$ cat src/rtl/fifo_arb_pkg.sv
`default_nettype none
// ============================================================================
// Module      : fifo_arb_pkg
// Description : Shared types, constants and the round-robin search helper
//               used by the FIFO write arbiter.
// Revision    : 1.0 - initial release
// ============================================================================
package fifo_arb_pkg;

  // Arbiter FSM states
  typedef enum logic [0:0] {
    IDLE  = 1'b0,
    GRANT = 1'b1
  } arb_state_t;

  // Width of the per-grant beat counter
  localparam int BEAT_W = 8;

  // Widest requester vector the search helper handles
  localparam int PICK_MAX = 16;

  // Index of the first set bit of req, searching start, start+1, ... mod 16.
  // Callers zero-pad unused upper bits, so the mod-16 walk visits the live
  // requesters in the same order as a mod-NREQ walk would.
  function automatic logic [3:0] rr_pick(input logic [15:0] req, input logic [3:0] start);
    logic [3:0] res;
    logic [3:0] idx;
    logic       found;
    res   = start;
    found = 1'b0;
    for (int i = 0; i < PICK_MAX; i++) begin
      idx = start + 4'(i);
      if (!found && req[idx]) begin
        res   = idx;
        found = 1'b1;
      end
    end
    return res;
  endfunction

endpackage
`default_nettype wire

$ cat src/rtl/fifo_wr_arbiter_rr_picker.sv
`default_nettype none
// ============================================================================
// Module      : rr_picker
// Description : Combinational rotating-priority picker. Returns the first
//               requester at or after start_i (with wrap) and whether any
//               requester is pending at all.
// Revision    : 1.0 - initial release
// ============================================================================
module rr_picker
  import fifo_arb_pkg::*;
#(
  parameter int NREQ = 4
) (
  input  logic [NREQ-1:0]         req_i,
  input  logic [$clog2(NREQ)-1:0] start_i,
  output logic [$clog2(NREQ)-1:0] pick_o,
  output logic                    any_o
);

  localparam int IW = $clog2(NREQ);

  logic [15:0] w_req_pad;
  logic [3:0]  w_start_pad;
  logic [3:0]  w_pick;

  // Pad to the helper's fixed width and narrow the result back
  always_comb begin
    w_req_pad   = 16'(req_i);
    w_start_pad = 4'(start_i);
    w_pick      = rr_pick(w_req_pad, w_start_pad);
    pick_o      = IW'(w_pick);
    any_o       = |req_i;
  end

endmodule
`default_nettype wire

$ cat src/rtl/fifo_wr_arbiter.sv
`default_nettype none
// ============================================================================
// Module      : fifo_wr_arbiter
// Description : Round-robin arbiter sharing one FIFO write port among NREQ
//               producers, with bursts of up to MAX_BURST beats per grant
//               and full-flag backpressure.
//               Optional: FIFO_WR_ARBITER_STATS_EN adds a saturating 16-bit
//               stall_cnt output counting full-stalled grant cycles.
// Revision    : 1.0 - initial release
// ============================================================================
module fifo_wr_arbiter
  import fifo_arb_pkg::*;
#(
  parameter int NREQ      = 4,
  parameter int DW        = 8,
  parameter int MAX_BURST = 4
) (
  input  logic                    clk,
  input  logic                    reset,
  input  logic [NREQ-1:0]         req,
  input  logic [NREQ*DW-1:0]      req_data,
  output logic [NREQ-1:0]         ack,
  input  logic                    full,
  output logic                    wr,
  output logic [DW-1:0]           w_data,
  output logic                    busy,
`ifdef FIFO_WR_ARBITER_STATS_EN
  output logic [15:0]             stall_cnt,
`endif
  output logic [$clog2(NREQ)-1:0] owner
);

  localparam int IW = $clog2(NREQ);
  // Beat count value at which the next beat closes the burst
  localparam logic [BEAT_W-1:0] c_last_beat = BEAT_W'(MAX_BURST - 1);

  arb_state_t        state_q;
  logic [IW-1:0]     owner_q;
  logic [IW-1:0]     last_q;
  logic [BEAT_W-1:0] beats_q;
  logic              busy_q;

  logic              w_grant;
  logic              w_own_req;
  logic              w_beat;
  logic              w_limit;
  logic              w_release;
  logic [NREQ-1:0]   w_own_bit;
  logic [NREQ-1:0]   w_pick_req;
  logic [IW-1:0]     w_start;
  logic [IW-1:0]     w_pick;
  logic              w_any;

  // Successor index with wrap at NREQ
  function automatic logic [IW-1:0] next_idx(input logic [IW-1:0] x);
    return (x == IW'(NREQ - 1)) ? '0 : x + IW'(1);
  endfunction

  // Beat/release decode and picker inputs; a burst-limit release hides the
  // releasing owner so any other pending requester wins the next grant
  always_comb begin
    w_grant    = (state_q == GRANT);
    w_own_req  = req[owner_q];
    w_beat     = w_grant & w_own_req & ~full;
    w_limit    = w_beat & (beats_q == c_last_beat);
    w_release  = w_grant & (~w_own_req | w_limit);
    w_own_bit  = {{(NREQ-1){1'b0}}, 1'b1} << owner_q;
    w_pick_req = w_limit ? (req & ~w_own_bit) : req;
    w_start    = w_grant ? next_idx(owner_q) : next_idx(last_q);
  end

  rr_picker #(
    .NREQ (NREQ)
  ) u_picker (
    .req_i   (w_pick_req),
    .start_i (w_start),
    .pick_o  (w_pick),
    .any_o   (w_any)
  );

  // FIFO-side outputs; reset gates the strobe so an aborted beat is not acked
  always_comb begin
    wr     = w_beat & reset;
    ack    = wr ? w_own_bit : '0;
    w_data = req_data[owner_q*DW +: DW];
    busy   = busy_q;
    owner  = owner_q;
  end

  // Grant FSM: arbitration from IDLE, burst counting and release in GRANT
  always_ff @(posedge clk) begin
    if (!reset) begin
      state_q <= IDLE;
      owner_q <= '0;
      last_q  <= IW'(NREQ - 1);
      beats_q <= '0;
      busy_q  <= 1'b0;
    end else begin
      case (state_q)
        IDLE: begin
          if (w_any) begin
            state_q <= GRANT;
            busy_q  <= 1'b1;
            owner_q <= w_pick;
            beats_q <= '0;
          end
        end
        GRANT: begin
          if (w_release) begin
            last_q <= owner_q;
            if (w_any) begin
              owner_q <= w_pick;
              beats_q <= '0;
            end else if (w_limit) begin
              beats_q <= '0;
            end else begin
              state_q <= IDLE;
              busy_q  <= 1'b0;
            end
          end else if (w_beat) begin
            beats_q <= beats_q + 1'b1;
          end
        end
        default: begin
          state_q <= IDLE;
          busy_q  <= 1'b0;
        end
      endcase
    end
  end

`ifdef FIFO_WR_ARBITER_STATS_EN
  logic [15:0] stall_cnt_q;

  // Saturating count of grant cycles where the owner has data but the FIFO is full
  always_ff @(posedge clk) begin
    if (!reset) begin
      stall_cnt_q <= '0;
    end else if (w_grant && w_own_req && full && (stall_cnt_q != 16'hFFFF)) begin
      stall_cnt_q <= stall_cnt_q + 16'd1;
    end
  end

  assign stall_cnt = stall_cnt_q;
`endif

endmodule
`default_nettype wire

$ cat config.mk
export PLATFORM = sky130hd
export DESIGN_NAME = fifo_wr_arbiter
export DESIGN_NICKNAME = d
export VERILOG_FILES = /design/src/rtl/fifo_arb_pkg.sv /design/src/rtl/fifo_wr_arbiter_rr_picker.sv /design/src/rtl/fifo_wr_arbiter.sv
export SDC_FILE = /design/constraint.sdc
export NUM_CORES = 1
export LEC_CHECK = 0
export ABC_AREA = 1
export BUFFER_PORTS_ARGS = -buffer_cell sky130_fd_sc_hd__buf_4
export CORE_MARGIN = 2
export CORE_UTILIZATION = 55
export CTS_BUF_LIST = sky130_fd_sc_hd__clkbuf_4
export DETAILED_ROUTE_END_ITERATION = 10
export PLACE_DENSITY = 0.87
export SKIP_CTS_REPAIR_TIMING = 1
export SLEW_MARGIN = 20
export SYNTH_ARGS = -nofsm -noshare
export SYNTH_HDL_FRONTEND = slang
export SYNTH_SLANG_ARGS = --single-unit
$ cat constraint.sdc
create_clock -name clk -period 4.8 [get_ports clk]
set_clock_uncertainty 0.1 [all_clocks]
set_input_delay 0.96 -clock clk [delete_from_list [all_inputs] [get_ports clk]]
set_output_delay 0.96 -clock clk [all_outputs]
set_load 0.05 [all_outputs]
==> flow_summary_export.csv, run 1 <==
group,metric,value,unit
status,status,"finished clean",
clocking,clock_latency,280,ps
timing,finalMaxSlewViolations,0,
floorplan,die_area,3200,µm²
clocking,clkTransAtPathRegs,80,ps
clocking,cts.sinks,14,
synth,syn_avg_cell_area,6.33,µm²
timing,fin_crit,3640,ps
detailed_routing,drcViolationCount,0,
floorplan,die_w,56.6,µm
timing,max_clock_freq,274,MHz
synth,yosysWarningCount,0,
timing,timing.hold.ws,389,ps
detailed_routing,drt_iter0_drc,125,
synth,synthMostInstantiatedCell,"nand2_1",
clocking,clockBufferDepth,2,
global_route,grt_overflow,0,
synth,synth_top_cell_by_area,"dfxtp_1",
power_and_ir_drop,max-vdd-ir-drop,0.415,mV
clocking,cts_max_level,1,
detailed_routing,routed_wl,3.86,mm
synth,ys_types,37,
critical_path,arrival,2580,ps
global_route,grt_pass1_vias,1603,
final_layout,drive_above_1_share,28.8,%
final_layout,synthToLayoutAreaGrowth,29.2,%
timing,worstMarginPinSlew,591,ps
timing,period_share,75.9,%
min_path,hold_path_class,"flop to flop",
floorplan,coreArea,2690,µm²
floorplan,std_cell_rows,19,
detailed_routing,viasPerCell,5.46,
power_and_ir_drop,power_density,506,nW/µm²
critical_path,end_kind,"primary output",
floorplan,die_y,56.6,µm
clocking,cts_buffers,3,
final_layout,fill_cells,249,
critical_path,cp-start-kind,"flop",
detailed_routing,drtAntennaViolNets,0,
timing,max_slew_margin,60.6,%
final_layout,nets,340,
global_route,grt_pass1_wl,6.56,mm
run,maxCapViolations,0,
clocking,cts_tree,"yes",
synth,syn_area,1520,µm²
synth,synthCells,240,
synth,yosys-top-cells-area,"dfxtp_1, nand2_1, nor2_1",
final_layout,register_area,280,µm²
synth,seq_area_frac_synth,18.4,%
synth,synth-async-reset-ratio,0,%
final_layout,multiInputGateArea,1090,µm²
floorplan,num_io_pins,55,
synth,ys_ff_latch,14,
detailed_routing,dr.pass1.iters,5,
detailed_routing,vias,1765,
floorplan,floorplan.initialDensity,56.6,%
place,routabilityCongestion,0.835,
synth,synth_ff_type,"dfxtp_1",
synth,synthTopCellsByCount,"nand2_1, nor2_1, inv_1",
place,hpwl,3.11,mm
timing,rsz0062_at_grt,"false",
critical_path,worstPathMaxFanout,23,
global_route,grt_max_degree,24,
global_route,track_usage,24.7,%
critical_path,cp.required,3740,ps
timing,setup_tns,0,ps
timing,finalSetupViolations,0,
final_layout,num_antenna_cells,0,
clocking,cts_root_buffer,"clkbuf_4",
synth,synth_top_area_share,18.4,%
power_and_ir_drop,power_leakage,0.942,nW
synth,synth_edf_count,0,
timing,final-hold-violation-count,0,
detailed_routing,drt-wirelength-per-cell,12.0,µm
place,port_buffers,54,
critical_path,crit_type,"flop to primary output",
global_route,grt_antenna_before_repair,0,
synth,syn_nets,287,
## worst max-delay path, stage by stage, from the launching register on
cell,delay [ps]
dfxtp_1,300
buf_4,200
inv_1,470
nand2_1,140
nand3_2,110
nand2_4,80
nor2_8,130
inv_1,70
nor2_1,130
inv_1,100
nor2_1,120
inv_1,110
nor2_1,120
buf_4,210
## kinds of logic after synthesis
family,Yosys count,synth area share (%)
AO/OA/AOI/OAI,48,21.2
AND/OR/NAND/NOR,130,41.7
buffers and inverters,36,9.71
XOR/XNOR,4,2.30
flip-flops,14,18.4
adder cells (fa/ha/maj),8,6.58
## flip-flops by register name, indices dropped and copies added, names as in the netlist
name and count:
busy 1, state_q 1, owner 2, beats_q 8
last_q 2
## where the power goes
part           internal, mW  switching, mW
clock                0.0302         0.0373
combinational         0.247          0.524
sequential            0.133         0.0225
## worst paths after layout
kind                                 start          to  slack (ps)  cells after the start
worst max-delay path              owner[0]      ack[2]        1160                     13
worst min-delay path            beats_q[0]  beats_q[0]         390                      2
worst max register to register    owner[1]    owner[0]        1380                     15
worst min register to register  beats_q[0]  beats_q[0]         390                      2
## routing by layer
metal / vias up / part of all wire [%] / track usage [%]
met2: 64 / 48 / 43.9
met3: 6 / 7.9 / 4.84
li1: 908 / - / -
met1: 787 / 43 / 31.3
met4: 0 / 0.70 / 3.74
met5: - / 0 / 0
## metrics by stage
step           instance area, µm²  cells  power, mW  worst slack (ps)  utilization (%)
2_1_floorplan                1520    240      0.748               630                -
3_3_place_gp                 1940    319      0.917              1450             72.1
3_5_place_dp                 1940    319      0.927              1410             72.1
4_1_cts                      1960    323      0.997              1130             73.1
5_1_grt                      1960    323       1.09               957             73.1
6_report                     1960    323      0.994              1160             73.1
## cell usage in the layout (no fill, tap or decap), drive strengths merged, types with 6 or more instances in the layout
cell,instances
a21oi,10
nor3,6
nand2,50
dfxtp,14
o21ai,23
inv,29
nand3,26
ha,8
buf,55
o22ai,8
nor2,38
nand4,6
## final cells by class
cell class / count / share of cell area, %
clock inverters: 1 / 0.191
inverters: 29 / 5.80
repair buffers: 55 / 21.0
clock buffers: 3 / 1.15
multi-input cells: 190 / 55.6
well taps: 31 / 1.97
flip-flops and latches: 14 / 14.3
Power figures use the tool's default switching activity.
==> run 2, diff against run 1 <==
- CORE_UTILIZATION: 55 -> 52
- PLACE_DENSITY: 0.87 -> 0.83
- clock period: 4.8 -> 3.5 ns (I/O delays scaled with it)
==> run 2 against run 1 <==
- sequential power rose by 30%
- largest power group unchanged
- final cell count rose by 0.62%
- largest cell class unchanged
- non-clock buffer count rose by 2
- power rose by 38%
- via count fell by 1.2%
- wire length rose by 2.1%
- die area rose by 5.4%
- critical path type is now flop to flop
- design area rose by 1.4%
- sequential cell count did not move
- utilization fell by 0.89 points
- combinational power rose by 39%
==> flow_summary_export.csv, run 2 (same netlist as run 1, synthesis figures left out) <==
group,metric,value,unit
critical_path,startpoint,"owner[1]",
critical_path,cp.required,3610,ps
final_layout,final_common_cell,"buf_4",
global_route,track_usage,24.0,%
critical_path,crit_chain,"inv_1 > ha_1 > nand2_1 > o21ai_0 > inv_1 > ha_1 > inv_1 > nand3_1 > nand3_1 > nand3_1 > nor3_2 > nand2_1 > nand2_1 > inv_1 > a21oi_2",
floorplan,die_area,3370,µm²
timing,max_clock_freq,340,MHz
run,maxCapViolations,0,
clocking,cts_root_buffer,"clkbuf_4",
critical_path,cp-start-kind,"flop",
timing,rsz0062_at_grt,"false",
status,status,"finished clean",
power_and_ir_drop,power_density,687,nW/µm²
timing,period_share,84.1,%
timing,worstMarginPinSlew,413,ps
global_route,grt_max_degree,22,
clocking,cts_max_level,1,
final_layout,synthToLayoutAreaGrowth,31.0,%
critical_path,reg2reg_setup_slack,550,ps
clocking,cts_buffers,3,
final_layout,layout_common_cells,"buf_4, nand2_1, nor2_1, inv_1, nand3_1",
detailed_routing,dr.pass1.iters,4,
min_path,hold_path_class,"flop to flop",
place,routabilityCongestion,0.846,
timing,final-hold-violation-count,0,
power_and_ir_drop,max-vdd-ir-drop,0.661,mV
power_and_ir_drop,power_leakage,0.951,nW
floorplan,coreArea,2760,µm²
global_route,grt_overflow,0,
floorplan,floorplan.initialDensity,55.1,%
timing,finalMaxSlewViolations,0,
critical_path,crit_slowest_cell,"dfxtp_1",
critical_path,reg2reg_to,"owner[1]",
critical_path,crit_path_frequent_cell,"inv_1",
critical_path,end_kind,"flop",
detailed_routing,drtAntennaViolNets,0,
clocking,cts_tree,"yes",
global_route,grt_antenna_before_repair,0,
critical_path,r2r_start,"owner[1]",
final_layout,fin_util,72.2,%
detailed_routing,drt_iter0_drc,108,
detailed_routing,drcViolationCount,0,
place,pre_cts_ws,606,ps
final_layout,num_antenna_cells,0,
clocking,clkTransAtPathRegs,80,ps
clocking,clock_latency,280,ps
timing,setup_slack,555,ps
power_and_ir_drop,p_total,1.37,mW
detailed_routing,drt-wirelength-per-cell,12.1,µm
floorplan,die_y,58.1,µm
final_layout,top_register,"beats_q",
timing,setup_tns,0,ps
timing,finalSetupViolations,0,
place,place_inst,321,
critical_path,crit_type,"flop to flop",
clocking,cts.sinks,14,
detailed_routing,vias,1743,
critical_path,arrival,3050,ps
final_layout,nets,342,
global_route,grt_pass1_wl,6.49,mm
final_layout,drive_above_1_share,31.0,%
final_layout,largest_reg_flops,8,
place,hpwl,3.18,mm
critical_path,r2r_cells,15,
clocking,clockBufferDepth,2,
final_layout,register_area,280,µm²
detailed_routing,routed_wl,3.95,mm
final_layout,multiInputGateArea,1100,µm²
global_route,grt_pass1_vias,1538,
critical_path,worstPathMaxFanout,12,
place,port_buffers,54,
critical_path,critPathCapture,"owner[1]",
floorplan,die_w,58.1,µm
floorplan,std_cell_rows,19,
final_layout,final_cells,325,
critical_path,slowest_delay,400,ps
floorplan,num_io_pins,55,
timing,fin_crit,2950,ps
final_layout,fill_cells,264,
detailed_routing,viasPerCell,5.36,
timing,max_slew_margin,72.2,%
run 2: changes by cell type in the layout (fill, tap and decap cells not counted):
cell,change
nor2_1,-5
nor2_2,+5
buf_4,+2
run 2: stage by stage:
step	hold slack [ps]	cell area (µm²)
final	385	1990
after global routing	417	1990
after CTS	383	1990
after detailed placement	371	1970
after global placement	370	1970
after floorplan	350	1530
run 2: cell type report:
| cell class | instances | area share, % |
|---|---|---|
| Timing Repair Buffer | 57 | 21.5 |
| Tap cell | 31 | 1.95 |
| Clock inverter | 1 | 0.188 |
| Clock buffer | 3 | 1.13 |
| Inverter | 29 | 5.72 |
| Sequential cell | 14 | 14.1 |
| Multi-Input combinational cell | 190 | 55.5 |
run 2: metal layers:
| layer | vias to the layer above | track usage, % | wire length (µm) |
|---|---|---|---|
| met5 | - | 0 | 0 |
| met3 | 2 | 6.70 | 334 |
| met1 | 762 | 32.9 | 1870 |
| met2 | 65 | 38.8 | 1740 |
| li1 | 914 | - | - |
| met4 | 0 | 2.66 | 4 |
run 2: worst min-delay path by stage:
stage	startpoint	end	slack (ps)	depth (start not counted)
3_5_place_dp	busy	busy	370	2
4_1_cts	busy	busy	380	2
3_3_place_gp	beats_q[0]	beats_q[0]	370	2
5_1_grt	beats_q[0]	beats_q[0]	420	2
2_1_floorplan	last_q[1]	last_q[1]	350	2
6_report	busy	busy	380	2
run 2: worst max-delay path: cells and delay by family (launching register included):
| family | cells | cell delay, ps |
|---|---|---|
| buffers and inverters | 4 | 570 |
| AO/OA/AOI/OAI | 2 | 320 |
| AND/OR/NAND/NOR | 7 | 770 |
| adder cells (fa/ha/maj) | 2 | 720 |
| flip-flops | 1 | 400 |
run 2: report_power, final:
part	total (mW)	internal [mW]	switching, mW
clock network	0.0905	0.0414	0.0491
logic	1.07	0.350	0.724
registers	0.203	0.183	0.0204
==> run 3, diff against run 2 <==
- CORE_UTILIZATION: 52 -> 47
- PLACE_DENSITY: 0.83 -> 0.79
- clock period: 3.5 -> 2.45 ns (I/O delays scaled with it)
==> run 3 against run 2 <==
- the flow now finishes with violations (setup timing)
- via count rose by 7.9%
- wire length rose by 20%
- combinational power rose by 74%
- critical path type is now flop to primary output
- largest cell class unchanged
==> flow_summary_export.csv, run 3 (same netlist as run 1, synthesis figures left out) <==
group,metric,value,unit
status,status,"finished, violations left",
status,violations,"setup timing",
timing,rsz0062_at_grt,"true",
critical_path,end_kind,"primary output",
final_layout,fill_cells,262,
detailed_routing,drt_iter0_drc,156,
clocking,cts_tree,"yes",
timing,timing.hold.ws,387,ps
global_route,track_usage,23.6,%
power_and_ir_drop,power_leakage,1.09,nW
clocking,clockBufferDepth,2,
final_layout,register_area,285,µm²
global_route,grt_max_degree,21,
critical_path,r2r_cells,15,
clocking,cts_root_buffer,"clkbuf_4",
clocking,cts_max_level,1,
final_layout,fin_util,76.9,%
critical_path,cp.required,1860,ps
floorplan,coreArea,3050,µm²
timing,worstMarginPinSlew,393,ps
detailed_routing,drt-wirelength-per-cell,13.2,µm
timing,finalMaxSlewViolations,0,
timing,period_share,108,%
critical_path,crit_type,"flop to primary output",
detailed_routing,drtAntennaViolNets,0,
timing,max_slew_margin,73.6,%
power_and_ir_drop,power_density,984,nW/µm²
floorplan,std_cell_rows,20,
critical_path,cp-start-kind,"flop",
clocking,cts.sinks,14,
power_and_ir_drop,max-vdd-ir-drop,0.581,mV
detailed_routing,routed_wl,4.75,mm
power_and_ir_drop,p_total,2.31,mW
critical_path,arrival,2050,ps
final_layout,multiInputGateArea,1200,µm²
global_route,grt_pass1_wl,6.67,mm
final_layout,drive_above_1_share,41.9,%
floorplan,die_area,3710,µm²
detailed_routing,viasPerCell,5.24,
power_and_ir_drop,power.switching,1.28,mW
final_layout,layout_common_cells,"buf_4, nand2_1, nor2_1, nand3_1, o21ai_0",
floorplan,floorplan.initialDensity,49.8,%
min_path,hold_depth,2,
floorplan,num_io_pins,55,
power_and_ir_drop,p_comb_share,80.3,%
power_and_ir_drop,p_int,1.04,mW
place,place_inst,341,
timing,finalSetupViolations,6,
clocking,clkTransAtPathRegs,70,ps
final_layout,nets,363,
timing,final-hold-violation-count,0,
final_layout,largest_reg_flops,8,
power_and_ir_drop,clock_power_share,6.4,%
global_route,grt_overflow,0,
detailed_routing,vias,1880,
floorplan,die_y,60.9,µm
run,maxCapViolations,0,
timing,setup_slack,-185,ps
place,hpwl,3.42,mm
timing,max_clock_freq,379,MHz
detailed_routing,drcViolationCount,0,
final_layout,final_cells,359,
timing,setup_tns,-765,ps
final_layout,num_antenna_cells,0,
detailed_routing,dr.pass1.iters,5,
min_path,hold_path_class,"flop to flop",
floorplan,die_w,60.9,µm
global_route,grt_pass1_vias,1512,
final_layout,synthToLayoutAreaGrowth,54.5,%
timing,fin_crit,2640,ps
final_layout,top_register,"beats_q",
place,port_buffers,54,
critical_path,worstPathMaxFanout,6,
power_and_ir_drop,switching_share,55.2,%
global_route,grt_antenna_before_repair,0,
final_layout,final_common_cell,"buf_4",
clocking,clock_latency,280,ps
power_and_ir_drop,power_frac_seq,13.3,%
clocking,cts_buffers,3,
place,routabilityCongestion,0.874,
-- run 3: cell type report --
type                    count  area share, %
flip-flops and latches     14           12.1
multi-input cells         190           51.1
well taps                  44           2.34
inverters                  29           5.17
clock buffers               4           1.28
repair buffers             78           28.0
-- run 3: routing by layer --
| layer | up-vias | GRT usage, % | part of all wire [%] |
|---|---|---|---|
| met5 | - | 0 | 0 |
| met4 | 0 | 3.73 | 1.6 |
| met3 | 10 | 4.05 | 6.0 |
| met2 | 65 | 45.0 | 50 |
| met1 | 847 | 27.9 | 42 |
| li1 | 958 | - | - |
-- run 3: path summary, 6_finish.rpt --
check | endpoint | from | slack [ps]
worst min-delay path | busy | busy | 390
worst min register to register | busy | busy | 390
worst max-delay path | ack[0] | owner[0] | -190
worst max register to register | owner[0] | owner[0] | -60
-- run 3: power by group through the flow --
stage / logic (mW) / registers [mW] / clock network, mW
CTS: 1.67 / 0.297 / 0.146
detailed placement: 1.66 / 0.302 / 0
floorplan: 1.22 / 0.345 / 0
finish: 1.86 / 0.307 / 0.148
global route: 2.01 / 0.310 / 0.162
global placement: 1.65 / 0.300 / 0
-- run 3: stage by stage --
stage	worst slack, ps	instance area [µm²]
2_1_floorplan	-200	1610
3_3_place_gp	52.1	2100
3_5_place_dp	16.3	2100
4_1_cts	-269	2130
5_1_grt	-315	2350
6_report	-185	2350
-- run 3: critical path, cell delays in order (launching register included) --
cell and delay (ps):
dfxtp_4 380, clkinvlp_4 140, nand2_2 70, nand3_2 80
nand2_4 70, nor2_8 150, inv_2 70, nor2_4 110
inv_2 50, nor2_4 130, clkinvlp_4 200, nor2_4 160
buf_8 150
